[config.mk]
export PLATFORM = sky130hd
export DESIGN_NAME = input_conditioner
export DESIGN_NICKNAME = d
export VERILOG_FILES = /design/src/rtl/pacman_input_pkg.sv /design/src/rtl/btn_debounce.sv /design/src/rtl/input_conditioner.sv
export SDC_FILE = /design/constraint.sdc
export NUM_CORES = 1
export LEC_CHECK = 0
export BUFFER_PORTS_ARGS = -buffer_cell sky130_fd_sc_hd__buf_2
export CAP_MARGIN = 20
export CORE_UTILIZATION = 51
export DETAILED_ROUTE_END_ITERATION = 8
export GPL_TIMING_DRIVEN = 0
export PLACE_DENSITY = 0.79
export SYNTH_ARGS = -nofsm -noshare
export SYNTH_HDL_FRONTEND = slang
export SYNTH_HIERARCHICAL = 1
export SYNTH_SLANG_ARGS = --single-unit
[constraint.sdc]
create_clock -name clk -period 3.5 [get_ports clk]
set_input_delay 0.35 -clock clk [delete_from_list [all_inputs] [get_ports clk]]
set_output_delay 0.35 -clock clk [all_outputs]
set_load 0.03 [all_outputs]
[src/rtl/pacman_input_pkg.sv]
// Shared types, defaults and direction-mode button maps for the Pac-Man input conditioner.
package pacman_input_pkg;

    typedef enum logic [1:0] {
        DIR_RT = 2'b00,
        DIR_UP = 2'b01,
        DIR_DN = 2'b10,
        DIR_LT = 2'b11
    } dir_e;

    typedef enum logic {
        ST_IDLE = 1'b0,
        ST_PEND = 1'b1
    } turn_state_e;

    localparam int          DEBOUNCE_CNT_DEF = 3;
    localparam int          HOLD_TICKS_DEF   = 8;
    localparam logic [7:0]  MIC_HI_DEF       = 8'h40;
    localparam logic [7:0]  MIC_LO_DEF       = 8'h30;

    typedef struct packed {
        logic [2:0] l;
        logic [2:0] r;
        logic [2:0] u;
    } nes_map_t;

    typedef struct packed {
        logic [3:0] l;
        logic [3:0] r;
        logic [3:0] u;
    } bongo_map_t;

    // Button indices for left/right/u-turn relative to the current heading.
    function automatic nes_map_t nes_dir_map(input dir_e d);
        case (d)
            DIR_RT:  return '{l: 3'd4, r: 3'd5, u: 3'd6};
            DIR_UP:  return '{l: 3'd6, r: 3'd7, u: 3'd5};
            DIR_DN:  return '{l: 3'd7, r: 3'd6, u: 3'd4};
            default: return '{l: 3'd5, r: 3'd4, u: 3'd7};
        endcase
    endfunction

    function automatic bongo_map_t bongo_dir_map(input dir_e d);
        case (d)
            DIR_RT:  return '{l: 4'd12, r: 4'd13, u: 4'd15};
            DIR_UP:  return '{l: 4'd15, r: 4'd14, u: 4'd13};
            DIR_DN:  return '{l: 4'd14, r: 4'd15, u: 4'd12};
            default: return '{l: 4'd13, r: 4'd12, u: 4'd14};
        endcase
    endfunction

endpackage

[src/rtl/btn_debounce.sv]
// Tick-sampled debouncer: level follows the input after DEBOUNCE_CNT equal samples,
// rise flags (combinationally) the tick on which the level goes 0 -> 1.
module btn_debounce #(
    parameter int DEBOUNCE_CNT = 3
) (
    input  logic clk,
    input  logic rst,
    input  logic i_tick,
    input  logic i_clr,
    input  logic i_din,
    output logic o_level,
    output logic o_rise
);

    localparam int            CW   = (DEBOUNCE_CNT > 1) ? $clog2(DEBOUNCE_CNT) : 1;
    localparam logic [CW-1:0] LAST = CW'(DEBOUNCE_CNT - 1);

    logic          r_level;
    logic [CW-1:0] r_cnt;
    logic          w_differ;
    logic          w_done;

    assign w_differ = (i_din != r_level);
    assign w_done   = i_tick && w_differ && (r_cnt == LAST);

    // r_cnt counts consecutive samples that disagree with the current level.
    always_ff @(posedge clk) begin
        if (rst || i_clr) begin
            r_level <= 1'b0;
            r_cnt   <= '0;
        end else if (i_tick) begin
            if (!w_differ) begin
                r_cnt <= '0;
            end else if (r_cnt == LAST) begin
                r_level <= i_din;
                r_cnt   <= '0;
            end else begin
                r_cnt <= r_cnt + CW'(1);
            end
        end
    end

    assign o_level = r_level;
    assign o_rise  = w_done && i_din && !i_clr;

endmodule

[src/rtl/input_conditioner.sv]
// Maps NES/bongo buttons to debounced start pulses and held turn requests.
// Optional build macro INPUT_MIC_HYST_EN: tick-sampled mic hysteresis between MIC_LO and MIC_HI.
module input_conditioner
    import pacman_input_pkg::*;
#(
    parameter int         DEBOUNCE_CNT = DEBOUNCE_CNT_DEF,
    parameter int         HOLD_TICKS   = HOLD_TICKS_DEF,
    parameter logic [7:0] MIC_HI       = MIC_HI_DEF,
    parameter logic [7:0] MIC_LO       = MIC_LO_DEF
) (
    input  logic        clk,
    input  logic        rst,
    input  logic        tick,
    input  logic        ctrl_select,
    input  logic        ctrl_mode,
    input  logic [1:0]  pacman_dir,
    input  logic [7:0]  nes_btns,
    input  logic [15:0] bongo_btns,
    input  logic [7:0]  bongo_mic,
    input  logic        consume,
    output logic        start_pulse,
    output logic        lturn,
    output logic        rturn,
    output logic        uturn,
    output logic        req_valid
);

    localparam int            HW        = $clog2(HOLD_TICKS + 1);
    localparam logic [HW-1:0] HOLD_LOAD = HW'(HOLD_TICKS);

    if (MIC_LO > MIC_HI) begin : g_mic_cfg_check
        $error("input_conditioner: MIC_LO must not exceed MIC_HI");
    end

    logic r_sel;
    logic r_mode;
    logic w_switch;

    // A source/mode change restarts all debouncing and drops any pending turn.
    always_ff @(posedge clk) begin
        r_sel  <= ctrl_select;
        r_mode <= ctrl_mode;
    end
    assign w_switch = (ctrl_select != r_sel) || (ctrl_mode != r_mode);

    logic w_mic_active;
`ifdef INPUT_MIC_HYST_EN
    logic r_mic_active;
    always_ff @(posedge clk) begin
        if (rst) begin
            r_mic_active <= 1'b0;
        end else if (tick) begin
            if (bongo_mic > MIC_HI) begin
                r_mic_active <= 1'b1;
            end else if (bongo_mic < MIC_LO) begin
                r_mic_active <= 1'b0;
            end
        end
    end
    assign w_mic_active = r_mic_active;
`else
    assign w_mic_active = (bongo_mic > MIC_HI);
`endif

    nes_map_t   w_nmap;
    bongo_map_t w_bmap;
    logic       w_start_raw;
    logic       w_l_raw;
    logic       w_r_raw;
    logic       w_u_raw;

    assign w_nmap = nes_dir_map(dir_e'(pacman_dir));
    assign w_bmap = bongo_dir_map(dir_e'(pacman_dir));

    always_comb begin
        w_start_raw = ctrl_select ? bongo_btns[3] : nes_btns[3];
        w_l_raw     = 1'b0;
        w_r_raw     = 1'b0;
        w_u_raw     = 1'b0;
        if (ctrl_select) begin
            if (ctrl_mode) begin
                w_l_raw = bongo_btns[w_bmap.l];
                w_r_raw = bongo_btns[w_bmap.r];
                w_u_raw = bongo_btns[w_bmap.u];
            end else begin
                w_l_raw = bongo_btns[4] | bongo_btns[6];
                w_r_raw = bongo_btns[5] | bongo_btns[7];
                w_u_raw = w_mic_active & ~(w_l_raw | w_r_raw);
            end
        end else begin
            if (ctrl_mode) begin
                w_l_raw = nes_btns[w_nmap.l];
                w_r_raw = nes_btns[w_nmap.r];
                w_u_raw = nes_btns[w_nmap.u];
            end else begin
                w_l_raw = nes_btns[1];
                w_r_raw = nes_btns[0];
                w_u_raw = nes_btns[5];
            end
        end
    end

    // Debounced levels are exposed for debug taps; only the rise strobes drive logic here.
    logic [3:0] w_levels_unused;
    logic       w_start_rise;
    logic       w_l_rise;
    logic       w_r_rise;
    logic       w_u_rise;

    btn_debounce #(.DEBOUNCE_CNT(DEBOUNCE_CNT)) u_db_start (
        .clk(clk), .rst(rst), .i_tick(tick), .i_clr(w_switch), .i_din(w_start_raw),
        .o_level(w_levels_unused[3]), .o_rise(w_start_rise)
    );
    btn_debounce #(.DEBOUNCE_CNT(DEBOUNCE_CNT)) u_db_l (
        .clk(clk), .rst(rst), .i_tick(tick), .i_clr(w_switch), .i_din(w_l_raw),
        .o_level(w_levels_unused[2]), .o_rise(w_l_rise)
    );
    btn_debounce #(.DEBOUNCE_CNT(DEBOUNCE_CNT)) u_db_r (
        .clk(clk), .rst(rst), .i_tick(tick), .i_clr(w_switch), .i_din(w_r_raw),
        .o_level(w_levels_unused[1]), .o_rise(w_r_rise)
    );
    btn_debounce #(.DEBOUNCE_CNT(DEBOUNCE_CNT)) u_db_u (
        .clk(clk), .rst(rst), .i_tick(tick), .i_clr(w_switch), .i_din(w_u_raw),
        .o_level(w_levels_unused[0]), .o_rise(w_u_rise)
    );

    turn_state_e   r_state;
    turn_state_e   w_state_nxt;
    logic [2:0]    r_req;
    logic [2:0]    w_req_nxt;
    logic [2:0]    w_new_req;
    logic [HW-1:0] r_hold;
    logic [HW-1:0] w_hold_nxt;
    logic          r_start_pulse;

    // r_req is one-hot {l, r, u}; a fresh edge outranks consume and expiry.
    always_comb begin
        w_state_nxt = r_state;
        w_req_nxt   = r_req;
        w_hold_nxt  = r_hold;
        w_new_req   = w_l_rise ? 3'b100 : w_r_rise ? 3'b010 : w_u_rise ? 3'b001 : 3'b000;
        if (w_switch) begin
            w_state_nxt = ST_IDLE;
            w_req_nxt   = 3'b000;
            w_hold_nxt  = '0;
        end else if (w_new_req != 3'b000) begin
            w_state_nxt = ST_PEND;
            w_req_nxt   = w_new_req;
            w_hold_nxt  = HOLD_LOAD;
        end else if (r_state == ST_PEND) begin
            if (consume || (tick && (r_hold <= HW'(1)))) begin
                w_state_nxt = ST_IDLE;
                w_req_nxt   = 3'b000;
                w_hold_nxt  = '0;
            end else if (tick) begin
                w_hold_nxt = r_hold - HW'(1);
            end
        end
    end

    always_ff @(posedge clk) begin
        if (rst) begin
            r_state       <= ST_IDLE;
            r_req         <= 3'b000;
            r_hold        <= '0;
            r_start_pulse <= 1'b0;
        end else begin
            r_state       <= w_state_nxt;
            r_req         <= w_req_nxt;
            r_hold        <= w_hold_nxt;
            r_start_pulse <= w_start_rise;
        end
    end

    assign start_pulse = r_start_pulse;
    assign lturn       = r_req[2];
    assign rturn       = r_req[1];
    assign uturn       = r_req[0];
    assign req_valid   = |r_req;

endmodule
==> key figures, run 1 <==
Synth
  • Area leader, netlist: dfxtp_1
  • Synth cell types: 42
  • EDFF count, synth: 0
  • Share of the synthesized area in the top cell type: 0.309
  • Prevailing post-synth register cell: dfxtp_1
  • Cell count after synthesis: 157
  • Synth async-reset ratio: 0
  • Ranking of synthesized cells by area: dfxtp_1, ha_1, mux4_2
  • Count of state elements after synthesis: 23
  • Mapped Area: 1490 um^2
  • Synth Area per Inst: 9.49 um^2
  • Yosys Warn Count: 6
  • Seq/Total Area, Yosys: 0.309
  • Mapped Nets: 203

CTS
  • Setup Fix Bufs, Post-CTS: 0
  • CTS buffer count: 3
  • Cts repair resizes: 0
  • Root Buffer: clkbuf_4
  • Clock transition at path regs: 0.12 ns
  • TritonCTS clock tree: yes
  • H-tree levels: 1
  • Clock Tree Buf Depth: 2
  • CTS sink count: 23
  • Clk_lat worst skew: 0.31 ns
  • Hold-fix buffers, CTS: 0

Power and ir drop
  • VDD IR max: 0.185 mV
  • PwrDens: 287 nW/um^2
  • Leak: 0.687 nW

Placement
  • Gpl congestion: 0.834
  • Placed instance count: 224
  • Placed Area: 1710 um^2
  • Number of port buffers: 36
  • Place WS: 0.428 ns
  • DPL Wire Length: 2.53 mm

Timing
  • Highest Clock Rate: 0.366 GHz
  • Final Setup Violations: 0
  • Clock Skews: 0.00724 ns
  • Period utilisation layout: 0.781
  • Unrepaired setup endpoints after global routing: false
  • Final WS setup: 0.765 ns
  • Fin crit period: 2.74 ns
  • Setup TNS: 0 ns
  • Hold slack: 0.151 ns
  • Final hold violations: 0
  • Least-Margin Pin Slew: 0.752 ns
  • Slew headroom: 0.492
  • Pins Over Slew Limit: 0

Layout
  • Fill cells: 231
  • Ant diodes: 0
  • Register area: 460 um^2
  • Fin cells: 228
  • Multi-input logic area: 971 um^2
  • Share of cells above drive strength 1: 0.294
  • Final Net Count: 244
  • Area Overhead vs Synth: 16.5%
  • Final Instance Area: 1740 um^2

Setup path
  • Cell Chain, Critical Path: buf_2 > inv_1 > ha_1 > nor2_1 > mux2i_1 > o221a_2 > a22oi_1 > nor4b_1 > nor3_1 > a21boi_0 > a221oi_1
  • FF-to-FF End: r_hold[3]$_SDFFE_PP0P_
  • Critical path required time: 3.73 ns
  • Reg2Reg Depth: 6
  • Slowest-stage cell, CP: nor4b_1
  • RR Startpoint: r_mode$_DFF_P_
  • CP startpoint kind: primary input
  • Critical path type: primary input to register
  • Reg2Reg Setup Slack: 1.06 ns
  • Slowest cell delay on critical path: 0.67 ns
  • Max Fanout on Critical Path: 4
  • Endpoint class of the critical path: register
  • WP data arrival: 2.97 ns

Outcome
  • Status: completed

Die
  • Core ar.: 2760 um^2
  • Io pins: 45
  • Rows: 19
  • Die Span Y: 56.1 um
  • Starting Density: 0.540
  • Total Die Area: 3140 um^2
  • Die width: 56.1 um

Min path
  • Worst hold path class: primary input to register
  • WHS Endpoint: r_mode$_DFF_P_
  • WHS Path Cells: 1
  • Hold Crit Start: ctrl_mode

Global routing
  • Tot GR Track Use: 0.230
  • Grt total ovfl: 0
  • Global-route wire length before repair: 5.68 mm
  • Pin count of the biggest net entering global routing: 23
  • Vias in the first global route: 1318
  • Antenna violations before repair: 0

Routing
  • Post-route ant nets: 0
  • Final routed DRC violation total: 0
  • Starting DRT DRC Count: 40
  • Drt via density: 5.92
  • Vias: 1349
  • Detailed Routing Iterations Pass 1: 4
  • DRT Wirelength: 3.21 mm
  • Avg WL per Cell: 14.1 um

Job
  • Maxcap violations: 0
-- how the worst max path moves through the flow --
stage | start | end | cells after the start
2_1_floorplan | pacman_dir[1] | r_hold[3]$_SDFFE_PP0P_ | 10
3_3_place_gp | pacman_dir[1] | r_req[1]$_SDFFE_PP0P_ | 11
3_5_place_dp | pacman_dir[1] | r_hold[3]$_SDFFE_PP0P_ | 11
4_1_cts | pacman_dir[1] | r_hold[3]$_SDFFE_PP0P_ | 11
5_1_grt | pacman_dir[1] | r_hold[3]$_SDFFE_PP0P_ | 11
6_report | pacman_dir[1] | r_hold[3]$_SDFFE_PP0P_ | 11
-- synth_stat cells, drive strengths merged (2+ instances only) --
cell type   n
dfxtp      23
o211ai      2
or3         2
mux4        3
a221oi      2
or2         2
nand3b      5
o21bai      2
nor3       11
nor2b       5
mux2i       6
xor2        8
a21oi       8
nand2       6
mux2        4
a21boi      2
nor3b       4
inv         9
nor2       10
nand4b      4
or2b        4
nor4b       4
a211oi      5
ha          6
o21ai       6
-- critical path, delay by kind of cell --
kind / cells / cell delay (ns)
compound gates: 4 / 0.98
buf+inv: 2 / 0.16
mux: 1 / 0.12
fa+ha+maj: 1 / 0.22
simple gates: 3 / 1.14
-- metrics by stage --
stage               utilization  total power [mW]
finish                    0.629             0.498
global placement          0.620             0.374
global route              0.629             0.526
detailed placement        0.620             0.382
CTS                       0.629             0.501
floorplan                     -             0.341
-- layout by cell type, fill, tap and decap left out, types with 2 or more instances in the layout --
| cell type | count |
|---|---|
| mux4_2 | 3 |
| inv_1 | 9 |
| nand2_1 | 6 |
| nor3_1 | 11 |
| nor2_1 | 10 |
| a21oi_1 | 8 |
| a211oi_2 | 5 |
| ha_1 | 6 |
| nor3b_1 | 4 |
| a221oi_1 | 2 |
| buf_2 | 36 |
| o21ai_0 | 6 |
| nand4b_1 | 4 |
| clkbuf_4 | 3 |
| nand3b_1 | 5 |
| mux2_2 | 4 |
| nor4b_1 | 4 |
| xor2_1 | 7 |
| nor2b_1 | 5 |
| o21bai_1 | 2 |
| or2b_1 | 4 |
| o211ai_1 | 2 |
| dfxtp_1 | 23 |
| a21boi_0 | 2 |
| mux2i_1 | 6 |
-- report_power, final --
group          total, mW  internal [mW]  leakage [nW]  switching [mW]
clock              0.122         0.0446        0.0150          0.0778
sequential         0.266          0.264         0.186         0.00197
combinational      0.110         0.0517         0.486          0.0580
-- area by class of cell --
| cell class | instances | share of cell area |
|---|---|---|
| inverters | 9 | 0.0195 |
| repair buffers | 36 | 0.104 |
| plain buffers | 2 | 0.0144 |
| clock buffers | 4 | 0.0151 |
| multi-input cells | 123 | 0.559 |
| well taps | 31 | 0.0224 |
| flip-flops and latches | 23 | 0.265 |
-- kinds of logic after synthesis --
family | share of synthesized area
xor gates and xnor gates | 0.0579
DFF | 0.309
AOI/OAI and AO/OA | 0.175
buffers and inverters | 0.0395
adders and majority gates | 0.0504
muxes | 0.116
and+or+nand+nor | 0.253
-- metal layers --
layer,global-route usage,routed length (um)
met1,0.254,1280
met4,0.101,56
met3,0.0302,112
met2,0.434,1750
met5,0,0
-- registers in the layout, indices dropped and copies added, names as in the netlist, 2 cells and up --
name,flops
r_req,3
r_hold,4
u_db_l/r_cnt,2
u_db_start/r_cnt,2
u_db_r/r_cnt,2
u_db_u/r_cnt,2
Power figures use the tool's default switching activity.
==> run 2: changes to the inputs <==
--- a/config.mk
+++ b/config.mk
@@ -5,12 +5,13 @@
 export SDC_FILE = /design/constraint.sdc
 export NUM_CORES = 1
 export LEC_CHECK = 0
+export ABC_AREA = 1
 export BUFFER_PORTS_ARGS = -buffer_cell sky130_fd_sc_hd__buf_2
 export CAP_MARGIN = 20
-export CORE_UTILIZATION = 51
+export CORE_UTILIZATION = 53
 export DETAILED_ROUTE_END_ITERATION = 8
 export GPL_TIMING_DRIVEN = 0
-export PLACE_DENSITY = 0.79
+export PLACE_DENSITY = 0.8
 export SYNTH_ARGS = -nofsm -noshare
 export SYNTH_HDL_FRONTEND = slang
 export SYNTH_HIERARCHICAL = 1
==> constraint.sdc (replaced) <==
create_clock -name clk -period 2.9 [get_ports clk]
set_input_delay 0.29 -clock clk [delete_from_list [all_inputs] [get_ports clk]]
set_output_delay 0.29 -clock clk [all_outputs]
set_load 0.03 [all_outputs]
==> run 2 against run 1 <==
Sequential cell count is the same. Largest cell class unchanged. Via count grew 31%. Critical path type unchanged. Power grew 26%. Register-to-register slack gained 0.15 ns. Cell area grew 14%.
==> key figures, run 2 <==
Synth
  • Mux share of post-synthesis cell area: 0 (-0.116)
  • Most frequent cell after synthesis: nand2_1
  • Count of state elements after synthesis: 23 (unchanged)
  • Main combinational cell family by area after synthesis: simple AND/OR/NAND/NOR gates
  • Ranking of synthesized cells by area: dfxtp_1, nand2_1, inv_1
  • Prevailing post-synth register cell: dfxtp_1
  • Area leader, netlist: dfxtp_1
  • Synth Area in Adders: 0.0439 (-0.00645)
  • Mapped Area: 1710 um^2 (+15%)
  • Compound-Gate Fraction of Synth Area: 0.122 (-0.0531)
  • Synth Area in Simple Gates: 0.405 (+0.152)
  • Synth Area in XOR/XNOR: 0.0249 (-0.0330)
  • Cell count after synthesis: 282 (+80%)
  • Synth cell count leaders: nand2_1, inv_1, nor2_1, nand3_1, dfxtp_1
  • Synth cell types: 27 (-36%)
  • EDFF count, synth: 0 (unchanged)
  • Synth Area per Inst: 6.06 um^2 (-36%)
  • Synth async-reset ratio: 0 (unchanged)
  • Seq/Total Area, Yosys: 0.269 (-0.0396)
  • Mapped Nets: 328 (+62%)
  • Share of the synthesized area in the top cell type: 0.269 (-0.0396)
  • Yosys Warn Count: 6 (unchanged)

Die
  • Die Span Y: 58.8 um (+4.9%)
  • Total Die Area: 3460 um^2 (+10%)
  • Rows: 20 (+1)
  • Die width: 58.8 um (+4.9%)
  • Starting Density: 0.560 (+0.0195)
  • Core ar.: 3050 um^2 (+11%)
  • Io pins: 45 (unchanged)

Power and ir drop
  • NetSw: 197 uW (+43%)
  • Reg power frac: 0.511 (-0.023)
  • Power, Total: 628 uW (+26%)
  • Leak: 0.969 nW (+41%)
  • Switching Share: 0.313 (+0.0369)
  • Gate power share: 0.247 (+0.027)
  • Pint: 431 uW (+19%)
  • PwrDens: 318 nW/um^2 (+11%)
  • Clock power frac: 0.241 (-0.005)
  • VDD IR max: 0.331 mV (+79%)

Placement
  • Place WS: 0.447 ns (+0.0186 ns)
  • DPL Wire Length: 2.76 mm (+9.1%)
  • Number of port buffers: 36 (unchanged)
  • Gpl congestion: 1.01 (+21%)

Global routing
  • Antenna violations before repair: 0 (unchanged)
  • Grt total ovfl: 0 (unchanged)
  • Vias in the first global route: 1667 (+26%)
  • Global-route wire length before repair: 6.47 mm (+14%)
  • Tot GR Track Use: 0.237 (+0.00643)
  • Pin count of the biggest net entering global routing: 19 (-17%)

Timing
  • Least-Margin Pin Slew: 0.497 ns (-0.255 ns)
  • Clock Skews: 0.00130 ns (-0.00595 ns)
  • Setup TNS: 0 ns (unchanged)
  • Highest Clock Rate: 0.476 GHz
  • Final hold violations: 0 (unchanged)
  • Final WS setup: 0.800 ns (+0.0346 ns)
  • Unrepaired setup endpoints after global routing: false
  • Final Setup Violations: 0 (unchanged)
  • Fin crit period: 2.10 ns
  • Slew headroom: 0.666 (+0.175)
  • Pins Over Slew Limit: 0 (unchanged)
  • Period utilisation layout: 0.724

Outcome
  • Status: completed

Layout
  • Max FFs per register: 4 (unchanged)
  • Register area: 460 um^2 (unchanged)
  • Multi-input logic area: 1020 um^2 (+4.8%)
  • Most frequent cells in the layout: nand2_1, inv_1, buf_2
  • Ant diodes: 0 (unchanged)
  • Fill cells: 318 (+38%)
  • Final Net Count: 369 (+51%)
  • Reg with most FFs: r_hold
  • Commonest non-fill, non-tap cell in the layout: nand2_1
  • Share of cells above drive strength 1: 0.214 (-0.0801)
  • Biggest regs: r_hold (4), r_req (3)
  • Area Overhead vs Synth: 15.4%

Routing
  • Final routed DRC violation total: 0 (unchanged)
  • Drt via density: 4.83 (-18%)
  • Vias: 1767 (+31%)
  • Post-route ant nets: 0 (unchanged)
  • Starting DRT DRC Count: 114 (+190%)
  • Detailed Routing Iterations Pass 1: 4 (unchanged)
  • Avg WL per Cell: 9.37 um (-33%)
  • DRT Wirelength: 3.43 mm (+6.9%)

Setup path
  • Endpoint class of the critical path: register
  • CP startpoint kind: primary input
  • Critical path type: primary input to register
  • Critical path required time: 3.13 ns (-0.60 ns)
  • Max Fanout on Critical Path: 8 (+4)
  • WP data arrival: 2.33 ns (-0.64 ns)

CTS
  • CTS buffer count: 3 (unchanged)
  • Clock Tree Buf Depth: 2 (unchanged)
  • Setup Fix Bufs, Post-CTS: 0 (unchanged)
  • Root Buffer: clkbuf_4
  • Clk_lat worst skew: 0.32 ns (about the same)
  • Hold-fix buffers, CTS: 0 (unchanged)
  • CTS sink count: 23 (unchanged)
  • TritonCTS clock tree: yes
  • H-tree levels: 1 (unchanged)
  • Clock transition at path regs: 0.13 ns (about the same)
  • Cts repair resizes: 0 (unchanged)

Min path
  • Worst hold path class: primary input to register

Job
  • Maxcap violations: 0 (unchanged)
## run 2: metal layers
layer,vias up,share of wire,global-route usage
met5,-,0,0
met4,0,0.016,0.0748
met3,7,0.041,0.0505
met2,34,0.45,0.393
met1,775,0.49,0.306
li1,951,-,-
## run 2: through the flow
stage	instance area, um^2	hold slack, ns	instances	util
3_5_place_dp	1940	0.433	362	0.637
5_1_grt	1970	0.0787	366	0.646
4_1_cts	1970	0.0808	366	0.646
6_report	1970	0.0963	366	0.646
2_1_floorplan	1710	0.318	282	-
3_3_place_gp	1940	0.430	362	0.637
## run 2: logic make-up (layout without fill, tap and decap cells)
kind of cell    Yosys count  count (layout)
flops                    23              23
simple gates            153             153
compound gates           35              35
xor+xnor                  4               4
fa+ha+maj                 6               6
buf+inv                  61             101
## run 2: layout make-up
type | count | share of cell area
buffer | 2 | 0.00508
clock inverter | 1 | 0.00254
tap | 44 | 0.0279
sequential | 23 | 0.234
multi-input combinational | 198 | 0.516
timing repair buffer | 36 | 0.0914
inverter | 59 | 0.112
clock buffer | 3 | 0.0114
## run 2: critical path: stages
cell and delay [ns]:
buf_2 0.10, inv_1 0.05, ha_1 0.27, buf_2 0.16
inv_1 0.15, nand3_1 0.09, nand2_1 0.09, nand2_1 0.05
o211ai_1 0.08, nand2_1 0.11, nand2_1 0.10, nor3_1 0.09
nor3_4 0.34, o21ai_0 0.13, a21oi_1 0.14, nor2_1 0.05
## run 2: power by group through the flow
| stage | registers (mW) | logic, mW | clock network (mW) |
|---|---|---|---|
| after global placement | 0.328 | 0.152 | 0 |
| after CTS | 0.321 | 0.156 | 0.158 |
| after detailed placement | 0.328 | 0.155 | 0 |
| after floorplan | 0.328 | 0.105 | 0 |
| final | 0.321 | 0.155 | 0.151 |
| after global routing | 0.321 | 0.180 | 0.170 |
## run 2: worst paths after layout
| kind | start | to | slack, ns | cells past startpoint |
|---|---|---|---|---|
| worst min register to register | u_db_l/r_cnt[0]$_SDFFE_PP0P_ | u_db_l/r_cnt[0]$_SDFFE_PP0P_ | 0.51 | 2 |
| worst max register to register | r_mode$_DFF_P_ | r_hold[3]$_SDFFE_PP0P_ | 1.21 | 7 |
| worst max-delay path | pacman_dir[0] | r_hold[3]$_SDFFE_PP0P_ | 0.80 | 16 |
| worst min-delay path | ctrl_mode | r_mode$_DFF_P_ | 0.1 | 1 |
